$ cat src/rtl/uart_pulse_cmd.sv
// uart_pulse_cmd
//   Receives 8N1 UART bytes on rx. It parses 5-byte command frames of the form
//   AA <cmd> <data_hi> <data_lo> <chk>, where chk = cmd ^ data_hi ^ data_lo.
//   - cmd 0x01 (load): pulse_width <= data.
//   - cmd 0x02 (fire): pulse_trig strobes for one cycle.
//   - Bad checksum, unknown cmd, a stop-bit error or an inter-byte timeout:
//     frame_err strobes for one cycle.
//
// Ports
//   sys_clk          : system clock; all logic runs on the rising edge.
//   sys_rst_n        : asynchronous, active-low reset.
//   rx               : UART serial line. It idles high and is asynchronous to sys_clk.
//   pulse_trig       : one-cycle request to the downstream pulse generator.
//   pulse_width[15:0]: last accepted pulse width.
//   cmd[7:0]         : command byte of the last accepted frame.
//   frame_err        : one-cycle strobe on any rejected byte or frame.
//   rx_state_dbg     : current byte-receiver state.
//   parser_state_dbg : current frame-parser state.
//
// Handshake: the receiver hands each good byte to the parser as a single-cycle
// byte_valid pulse, with rx_byte stable. The parser has no back-pressure, so it
// must consume the byte in that cycle.
module uart_pulse_cmd #(
  parameter int CLK_FREQ     = 50_000_000,
  parameter int UART_BPS     = 9600,
  parameter int TIMEOUT_CLKS = 260_000
) (
  input  logic        sys_clk,
  input  logic        sys_rst_n,
  input  logic        rx,
  output logic        pulse_trig,
  output logic [15:0] pulse_width,
  output logic [7:0]  cmd,
  output logic        frame_err,
  output logic [1:0]  rx_state_dbg,
  output logic [2:0]  parser_state_dbg
);

  localparam int BAUD_CNT_MAX = CLK_FREQ / UART_BPS;
  localparam int BAUD_HALF    = BAUD_CNT_MAX / 2;
  localparam int BW           = $clog2(BAUD_CNT_MAX);
  localparam int TW           = $clog2(TIMEOUT_CLKS + 1);

  typedef enum logic [1:0] {RX_IDLE, RX_START, RX_DATA, RX_STOP} rx_state_t;
  typedef enum logic [2:0] {P_IDLE, P_CMD, P_D_HI, P_D_LO, P_CHK} p_state_t;

  // ---------------- synchronizer and edge detect ----------------
  logic rx_s1, rx_s2, rx_s3;
  logic rx_fall;

  always_ff @(posedge sys_clk or negedge sys_rst_n) begin
    if (!sys_rst_n) begin
      rx_s1 <= 1'b1;
      rx_s2 <= 1'b1;
      rx_s3 <= 1'b1;
    end else begin
      rx_s1 <= rx;
      rx_s2 <= rx_s1;
      rx_s3 <= rx_s2;
    end
  end

  assign rx_fall = rx_s3 & ~rx_s2;

  // ---------------- byte receiver ----------------
  rx_state_t       rx_state, rx_next;
  logic [BW-1:0]   baud_cnt;
  logic [2:0]      bit_cnt;
  logic [7:0]      rx_byte;
  logic            byte_valid;
  logic            rx_err;
  logic            mid;

  assign mid = (baud_cnt == BW'(BAUD_HALF));

  always_ff @(posedge sys_clk or negedge sys_rst_n) begin
    if (!sys_rst_n) rx_state <= RX_IDLE;
    else            rx_state <= rx_next;
  end

  always_comb begin
    rx_next = rx_state;
    case (rx_state)
      RX_IDLE:  if (rx_fall) rx_next = RX_START;
      // A start bit that reads high at mid-bit is a glitch, not a byte.
      RX_START: if (mid) rx_next = rx_s2 ? RX_IDLE : RX_DATA;
      RX_DATA:  if (mid && bit_cnt == 3'd7) rx_next = RX_STOP;
      // The receiver returns to idle at mid-stop. That leaves half a bit to
      // catch the start edge of a back-to-back byte.
      RX_STOP:  if (mid) rx_next = RX_IDLE;
      default:  rx_next = RX_IDLE;
    endcase
  end

  always_ff @(posedge sys_clk or negedge sys_rst_n) begin
    if (!sys_rst_n) begin
      baud_cnt   <= '0;
      bit_cnt    <= '0;
      rx_byte    <= '0;
      byte_valid <= 1'b0;
      rx_err     <= 1'b0;
    end else begin
      if (rx_state == RX_IDLE || baud_cnt == BW'(BAUD_CNT_MAX - 1))
        baud_cnt <= '0;
      else
        baud_cnt <= baud_cnt + 1'b1;

      if (rx_state == RX_START)
        bit_cnt <= '0;
      else if (rx_state == RX_DATA && mid)
        bit_cnt <= bit_cnt + 1'b1;

      if (rx_state == RX_DATA && mid)
        rx_byte <= {rx_s2, rx_byte[7:1]};

      byte_valid <= (rx_state == RX_STOP) && mid &&  rx_s2;
      rx_err     <= (rx_state == RX_STOP) && mid && !rx_s2;
    end
  end

  // ---------------- frame parser ----------------
  p_state_t      p_state, p_next;
  logic [TW-1:0] idle_cnt;
  logic [7:0]    cmd_byte, d_hi, d_lo;
  logic          timeout;
  logic          accept_load, accept_fire, reject;

  // A byte arriving in the same cycle as the timeout takes precedence, so the
  // frame is not dropped on that exact cycle.
  assign timeout = (p_state != P_IDLE) && (idle_cnt == TW'(TIMEOUT_CLKS)) && !byte_valid;

  always_ff @(posedge sys_clk or negedge sys_rst_n) begin
    if (!sys_rst_n) p_state <= P_IDLE;
    else            p_state <= p_next;
  end

  always_comb begin
    p_next      = p_state;
    accept_load = 1'b0;
    accept_fire = 1'b0;
    reject      = 1'b0;
    if (byte_valid) begin
      case (p_state)
        P_IDLE: if (rx_byte == 8'hAA) p_next = P_CMD;
        P_CMD:  p_next = P_D_HI;
        P_D_HI: p_next = P_D_LO;
        P_D_LO: p_next = P_CHK;
        P_CHK: begin
          p_next = P_IDLE;
          if (rx_byte == (cmd_byte ^ d_hi ^ d_lo)) begin
            if      (cmd_byte == 8'h01) accept_load = 1'b1;
            else if (cmd_byte == 8'h02) accept_fire = 1'b1;
            else                        reject      = 1'b1;
          end else begin
            reject = 1'b1;
          end
        end
        default: p_next = P_IDLE;
      endcase
    end else if (rx_err || timeout) begin
      p_next = P_IDLE;
    end
  end

  always_ff @(posedge sys_clk or negedge sys_rst_n) begin
    if (!sys_rst_n) begin
      idle_cnt    <= '0;
      cmd_byte    <= '0;
      d_hi        <= '0;
      d_lo        <= '0;
      pulse_width <= '0;
      cmd         <= '0;
      pulse_trig  <= 1'b0;
      frame_err   <= 1'b0;
    end else begin
      if (byte_valid || p_state == P_IDLE || timeout)
        idle_cnt <= '0;
      else
        idle_cnt <= idle_cnt + 1'b1;

      if (byte_valid) begin
        if (p_state == P_CMD)  cmd_byte <= rx_byte;
        if (p_state == P_D_HI) d_hi     <= rx_byte;
        if (p_state == P_D_LO) d_lo     <= rx_byte;
      end

      if (accept_load) begin
        pulse_width <= {d_hi, d_lo};
        cmd         <= 8'h01;
      end
      if (accept_fire)
        cmd <= 8'h02;

      // Trigger only on an accepted fire. Errors only on a reject, a framing
      // error or a timeout. These sources are mutually exclusive.
      pulse_trig <= accept_fire;
      frame_err  <= reject | rx_err | timeout;
    end
  end

  assign rx_state_dbg     = rx_state;
  assign parser_state_dbg = p_state;

endmodule
$ cat config.mk
export PLATFORM = sky130hd
export DESIGN_NAME = uart_pulse_cmd
export DESIGN_NICKNAME = d
export VERILOG_FILES = /design/src/rtl/uart_pulse_cmd.sv
export SDC_FILE = /design/constraint.sdc
export NUM_CORES = 1
export LEC_CHECK = 0
export CORE_ASPECT_RATIO = 0.75
export CORE_UTILIZATION = 50
export CTS_CLUSTER_SIZE = 10
export DETAILED_ROUTE_END_ITERATION = 8
export DONT_BUFFER_PORTS = 1
export PLACE_DENSITY = 0.66
export SETUP_SLACK_MARGIN = 0.1
export SYNTH_ARGS = -nofsm -noshare
export SYNTH_HDL_FRONTEND = slang
export SYNTH_SLANG_ARGS = --single-unit
$ cat constraint.sdc
create_clock -name sys_clk -period 2.79 [get_ports sys_clk]
set_input_delay 0.4185 -clock sys_clk [delete_from_list [all_inputs] [get_ports sys_clk]]
set_output_delay 0.4185 -clock sys_clk [all_outputs]
set_load 0.01 [all_outputs]
==> flow_metrics.env, run 1 <==
export IMPL_worst_pin_slew_ns=0.781
export IMPL_wirelength_um=7700
export IMPL_hold_class="input port to asynchronous set/reset pin"
export IMPL_synth_area_leaders="dfrtp_1 53%, mux2_2 9.7%, xor2_1 5.3%"
export IMPL_p_int_uw=2260
export IMPL_p_sw_share_pct=21.8
export IMPL_timing_rr_start="cmd_byte[0]"
export IMPL_antenna_found_initial=0
export IMPL_layout_drive_gt1_share_pct=20.5
export IMPL_avgSynthCellArea_sq_um=11.8
export IMPL_pwr_share_comb_pct=5.4
export IMPL_tns_ns=0
export IMPL_dieArea_sq_mm=0.00924
export IMPL_dr_pass1_iters=4
export IMPL_cts_root_buf="clkbuf_16"
export IMPL_use_met3_pct=5.95
export IMPL_reg2reg_slack_ns=0.26
export IMPL_vias=2673
export IMPL_period_minus_slack_ns=2.53
export IMPL_power_leakage_uw=0.00233
export IMPL_cts_resized=0
export IMPL_crit_path_cell_trace="xor2_1 > xnor2_1 > nand4_1 > nor4_2 > and3_1 > buf_12 > mux2_2"
export IMPL_grtUsageMet1_pct=25.7
export IMPL_clkPwrFrac_pct=42.1
export IMPL_track_usage_pct=18.3
export IMPL_totalPowerFinal_uw=2890
export IMPL_cp_slowest_stage_delay_ns=0.45
export IMPL_maxSlewViolCount=0
export IMPL_finalCritPeriodShare_pct=90.7
export IMPL_worstSetupStartpoint="cmd_byte[0]"
export IMPL_cts_tree="yes"
export IMPL_ios=34
export IMPL_status="finished, final reports clean"
export IMPL_antenna_left=0
export IMPL_slew_headroom_pct=47.2
export IMPL_cts_buffers=9
export IMPL_reg2reg_to="pulse_width[6]"
export IMPL_std_cell_rows=29
export IMPL_dieWidth_um=111
export IMPL_crit_arrival_ns=2.76
export IMPL_setup_viol=0
export IMPL_nNetsFinal=394
export IMPL_start_util_pct=51.9
export IMPL_p_per_area_mw_per_mm2=590
export IMPL_drc=0
export IMPL_syn_to_final_growth_pct=10.4
export IMPL_wire_per_inst_um=15.5
export IMPL_numClockSinks=96
export IMPL_use_met2_pct=25.6
export IMPL_hpwlAfterDp_um=5200
export IMPL_grt_busiest_layer="met1"
export IMPL_ys_warn_count=0
export IMPL_finalHoldViolations=0
export IMPL_endpoint_kind="flop"
export IMPL_grt_overflow=0
export IMPL_ys_seq_area_share_pct=54.3
export IMPL_grt_pass1_vias=2614
export IMPL_antenna_cells=0
export IMPL_drt_iter0_drc=144
export IMPL_peakVddDrop_mv=0.551
export IMPL_nFillCells=697
export IMPL_gp_congestion=0.808
export IMPL_grt_max_degree=97
export IMPL_ctsHtreeMaxLevel=3
export IMPL_clk_pin_slew_ns=0.06
export IMPL_crit_required_ns=3.01
export IMPL_clockBufferDepth=2
export IMPL_fmax_mhz=395
export IMPL_worstRegToRegCells=7
export IMPL_post_cts_buffers=0
export IMPL_power_switching_uw=630
export IMPL_mostFrequentLayoutCells="93 x dfrtp_1, 46 x nor2_1, 38 x mux2_2"
export IMPL_slowest_stage="dfrtp_1"
export IMPL_drv_cap=0
export IMPL_skew_ns=0.00432
export IMPL_synth_cells=375
export IMPL_rsz0062_at_grt="no"
export IMPL_seqPwrFrac_pct=52.5
export IMPL_io_buffers=0
export IMPL_crit_fanout=14
export IMPL_final_common_cell="dfrtp_1"
export IMPL_hold_buffers=1
export IMPL_chipHeight_um=83.5
export IMPL_core_area_sq_mm=0.00853
export IMPL_viasPerCell=5.37
export IMPL_synth_cell_type_count=41
export IMPL_synth_seq_cells=96
export IMPL_insertion_delay_ns=0.34
export IMPL_synth_top_cell_by_area="dfrtp_1"
export IMPL_syn_area_sq_mm=0.00443
export IMPL_holdWs_ns=0.000130
export IMPL_grt_pass1_wl_um=13100
export IMPL_critPathKind="flop to flop"
export IMPL_synth_top_cell_area_share_pct=52.5
export IMPL_cp_start_kind="flop"
[registers in the layout, summed over array words and instances (netlist names), 2 cells and up, named ones only]
register          flops
idle_cnt             18
rx_byte               8
d_lo                  8
bit_cnt               3
pulse_width          16
baud_cnt             13
cmd                   2
d_hi                  8
parser_state_dbg      3
cmd_byte              8
[per-layer routing]
| layer | part of all wire, % | up-vias |
|---|---|---|
| met5 | 0 | - |
| met4 | 2.3 | 0 |
| met3 | 4.3 | 13 |
| met2 | 44 | 53 |
| met1 | 50 | 1318 |
| li1 | - | 1289 |
[power groups by stage]
stage	Sequential, uW	Clock (uW)	Combinational (uW)
finish	1520	1210	155
global route	1530	1300	185
CTS	1520	1250	160
detailed placement	1540	0	128
global placement	1540	0	123
floorplan	1520	0	120
[critical path: cells and delay by family, from the launching register on]
family / cells / cell delay [ns]
XOR/XNOR: 2 / 0.41
flip-flops: 1 / 0.45
AND/OR/NAND/NOR: 3 / 1.02
buffers and inverters: 1 / 0.20
multiplexers: 1 / 0.34
[area by class of cell]
cell class              count  area (sq um)  share of cell area, %
clock buffers              13           260                   5.32
flip-flops and latches     96          2410                   49.2
clock inverters             3          40.0                  0.819
inverters                   9          33.8                  0.691
multi-input cells         259          1910                   39.0
well taps                 108           135                   2.76
repair buffers             10           108                   2.20
[cells in the mapped netlist (all sizes together)]
library cell and count:
nand4b 1, clkbuf 8, nand4bb 1, a21boi 1, o21ai 6, or4 1
a21oi 6, nor4b 1, nor2 47, nor3 4, buf 8, nand3 16
nor2b 1, inv 9, nand2 23, ha 6, o22ai 1, nor4bb 4
a211o 2, a21bo 2, o41ai 1, nor4 2, a22o 4, dfstp 3
nor3b 1, and2 2, nand4 8, mux2 47, xor2 27, and3 9
nand2b 1, dfrtp 93, conb 1, xnor2 23, and4 5
[worst max-delay path by stage]
| stage | slack (ns) | endpoint | cells past startpoint |
|---|---|---|---|
| CTS | 0.27 | pulse_width[2] | 7 |
| floorplan | 0.59 | pulse_width[10] | 8 |
| finish | 0.26 | pulse_width[6] | 7 |
| global placement | 0.33 | pulse_width[6] | 7 |
| global route | 0.13 | pulse_width[5] | 7 |
| detailed placement | 0.27 | pulse_width[4] | 7 |
[kinds of logic (layout without fill, tap and decap cells)]
group	Yosys count	in the layout	share of synthesized area, %
other	1	6	0.0847
XOR/XNOR	50	50	9.89
multiplexers	47	47	12.7
AO/OA/AOI/OAI	23	23	3.50
flip-flops	96	96	54.3
adder cells (fa/ha/maj)	6	6	1.69
buffers and inverters	25	35	3.16
AND/OR/NAND/NOR	127	127	14.6
[through the flow]
stage                     worst slack, ns  instances  cell area (sq um)  utilization (%)
final                               0.259        498               4890             57.4
after floorplan                     0.595        380               4450                -
after global placement              0.328        481               4560             53.5
after CTS                           0.266        498               4890             57.4
after global routing                0.126        498               4890             57.4
after detailed placement            0.274        481               4560             53.5
No activity file was read; power rests on OpenSTA's default activity.
==> run 2, diff against run 1 <==
--- a/config.mk
+++ b/config.mk
@@ -5,12 +5,14 @@
 export SDC_FILE = /design/constraint.sdc
 export NUM_CORES = 1
 export LEC_CHECK = 0
+export CELL_PAD_IN_SITES_DETAIL_PLACEMENT = 1
+export CELL_PAD_IN_SITES_GLOBAL_PLACEMENT = 2
 export CORE_ASPECT_RATIO = 0.75
-export CORE_UTILIZATION = 50
+export CORE_UTILIZATION = 43
 export CTS_CLUSTER_SIZE = 10
 export DETAILED_ROUTE_END_ITERATION = 8
 export DONT_BUFFER_PORTS = 1
-export PLACE_DENSITY = 0.66
+export PLACE_DENSITY = 0.8
 export SETUP_SLACK_MARGIN = 0.1
 export SYNTH_ARGS = -nofsm -noshare
 export SYNTH_HDL_FRONTEND = slang
==> constraint.sdc (replaced) <==
create_clock -name sys_clk -period 2.79 [get_ports sys_clk]
set_input_delay 0.4185 -clock sys_clk [delete_from_list [all_inputs] [get_ports sys_clk]]
set_output_delay 0.4185 -clock sys_clk [all_outputs]
set_load 0.005 [all_outputs]
==> flow_metrics.env, run 2 (synthesis gave the netlist of run 1 again) <==
export IMPL_crit_buf_inv=1
export IMPL_tns_ns=0
export IMPL_fin_area_sq_mm=0.00496
export IMPL_timing_rr_start="cmd_byte[5]"
export IMPL_hold_class="input port to asynchronous set/reset pin"
export IMPL_period_minus_slack_ns=2.51
export IMPL_wire_per_inst_um=17.9
export IMPL_io_buffers=0
export IMPL_grtUsageMet1_pct=28.1
export IMPL_viasPerCell=5.33
export IMPL_dr_pass1_iters=4
export IMPL_dpl_cell_area_sq_mm=0.00459
export IMPL_setup_viol=0
export IMPL_use_met3_pct=4.19
export IMPL_ios=34
export IMPL_crit_path_cell_trace="or4_1 > nor3_2 > nand2_1 > nor4_2 > and3_1 > buf_4 > mux2_2"
export IMPL_use_met2_pct=29.4
export IMPL_grt_overflow=0
export IMPL_maxSlewViolCount=0
export IMPL_cp_top_family="simple AND/OR/NAND/NOR gates"
export IMPL_worstRegToRegCells=7
export IMPL_final_util_pct=50.6
export IMPL_failed_checks="hold timing"
export IMPL_antenna_left=0
export IMPL_dp_slack_ns=0.321
export IMPL_peakVddDrop_mv=0.420
export IMPL_critPathKind="flop to flop"
export IMPL_largest_reg_flops=18
export IMPL_drt_iter0_drc=147
export IMPL_syn_to_final_growth_pct=12.0
export IMPL_crit_required_ns=3.02
export IMPL_numClockSinks=96
export IMPL_ctsHtreeMaxLevel=3
export IMPL_finalCritPeriodShare_pct=90.0
export IMPL_p_per_area_mw_per_mm2=617
export IMPL_drc=0
export IMPL_cts_root_buf="clkbuf_16"
export IMPL_reg_top3="idle_cnt (18), pulse_width (16), baud_cnt (13)"
export IMPL_grt_max_degree=97
export IMPL_reg2reg_to="pulse_width[6]"
export IMPL_grt_pass1_wl_um=16300
export IMPL_power_leakage_uw=0.00234
export IMPL_layout_drive_gt1_share_pct=21.5
export IMPL_wirelength_um=9340
export IMPL_post_cts_buffers=0
export IMPL_antenna_cells=0
export IMPL_dieWidth_um=119
export IMPL_regMostFlops="idle_cnt"
export IMPL_cp_start_kind="flop"
export IMPL_insertion_delay_ns=0.34
export IMPL_nNetsFinal=395
export IMPL_setup_ws_ns=0.279
export IMPL_holdWs_ns=-0.0183
export IMPL_clk_pin_slew_ns=0.07
export IMPL_start_util_pct=45.1
export IMPL_track_usage_pct=19.3
export IMPL_drv_cap=0
export IMPL_cts_tree="yes"
export IMPL_std_cell_rows=31
export IMPL_final_common_cell="dfrtp_1"
export IMPL_chipHeight_um=89.9
export IMPL_grt_busiest_layer="met2"
export IMPL_finalHoldViolations=9
export IMPL_slew_headroom_pct=57.2
export IMPL_fmax_mhz=398
export IMPL_gp_congestion=0.795
export IMPL_reg2reg_slack_ns=0.28
export IMPL_cp_slowest_stage_delay_ns=0.53
export IMPL_status="finished, violations left"
export IMPL_grt_pass1_vias=3054
export IMPL_crit_arrival_ns=2.74
export IMPL_rsz0062_at_grt="no"
export IMPL_dieArea_sq_mm=0.0107
export IMPL_slowest_stage="or4_1"
export IMPL_skew_ns=0.00712
export IMPL_endpoint_kind="flop"
export IMPL_clockBufferDepth=2
export IMPL_vias=2789
export IMPL_mostFrequentLayoutCells="93 x dfrtp_1, 46 x nor2_1, 38 x mux2_2"
export IMPL_cts_buffers=9
export IMPL_crit_fanout=12
export IMPL_cts_resized=0
export IMPL_antenna_found_initial=0
export IMPL_hpwlAfterDp_um=6170
export IMPL_core_area_sq_mm=0.00981
export IMPL_worst_pin_slew_ns=0.638
run 2: cell types whose count changed in the layout (fill, tap and decap cells not counted):
cell	change
clkbuf_1	-2
nor4bb_2	+1
clkinv_4	+2
buf_4	+2
nor4bb_1	-1
buf_12	-1
bufinv_16	+1
clkinv_2	-2
inv_6	+1
run 2: where the power goes:
part	switching (uW)	leakage, uW	internal (uW)
logic	91.4	0.000864	70.8
registers	78.4	0.00131	1440
clock network	536	0.000166	841
run 2: routing by layer:
layer  part of all wire, %  up-vias  routed length, um
met1                    50     1437               4690
met3                   3.3        9                308
li1                      -     1298                  -
met4                   1.0        0                 95
met5                     0        -                  0
met2                    45       45               4240
run 2: worst max-delay path by stage:
stage	endpoint	depth (start not counted)	startpoint	slack (ns)
finish	pulse_width[6]	7	cmd_byte[5]	0.28
detailed placement	pulse_width[5]	7	cmd_byte[4]	0.32
global placement	pulse_width[5]	7	rx_byte[3]	0.41
CTS	pulse_width[5]	7	cmd_byte[4]	0.26
floorplan	pulse_width[10]	8	cmd_byte[4]	0.59
global route	pulse_width[2]	7	cmd_byte[4]	0.15
run 2: stage by stage:
step           hold WS [ns]  std cells  total power, uW
2_1_floorplan         0.123        380             1640
3_3_place_gp          0.126        506             1670
3_5_place_dp          0.126        506             1680
4_1_cts              -0.236        522             3060
5_1_grt              0.0328        523             3180
6_report            -0.0183        523             3060
run 2: worst register-to-register path, stage by stage, from the launching register on:
cell	delay, ns
dfrtp_1	0.41
or4_1	0.53
nor3_2	0.17
nand2_1	0.13
nor4_2	0.30
and3_1	0.23
buf_4	0.25
mux2_2	0.37
run 2: area by class of cell:
class | count | area (sq um)
Tap cell | 132 | 165
Timing Repair Buffer | 11 | 103
Inverter | 9 | 33.8
Fill cell | 1022 | 4850
Multi-Input combinational cell | 259 | 1910
Clock inverter | 5 | 86.3
Sequential cell | 96 | 2410
Clock buffer | 11 | 253
==> run 3, diff against run 2 <==
==> config.mk (replaced) <==
export PLATFORM = sky130hd
export DESIGN_NAME = uart_pulse_cmd
export DESIGN_NICKNAME = d
export VERILOG_FILES = /design/src/rtl/uart_pulse_cmd.sv
export SDC_FILE = /design/constraint.sdc
export NUM_CORES = 1
export LEC_CHECK = 0
export CORE_ASPECT_RATIO = 0.75
export CORE_UTILIZATION = 50
export CTS_CLUSTER_SIZE = 10
export DETAILED_ROUTE_END_ITERATION = 8
export DONT_BUFFER_PORTS = 1
export PLACE_DENSITY = 0.66
export SETUP_SLACK_MARGIN = 0.1
export SYNTH_ARGS = -nofsm -noshare
export SYNTH_HDL_FRONTEND = slang
export SYNTH_SLANG_ARGS = --single-unit
==> results of run 3 <==
Same layout as run 1 (identical final DEF). Status: finished, final reports clean.
Among the figures that moved: total power 2890 uW -> 2880 uW
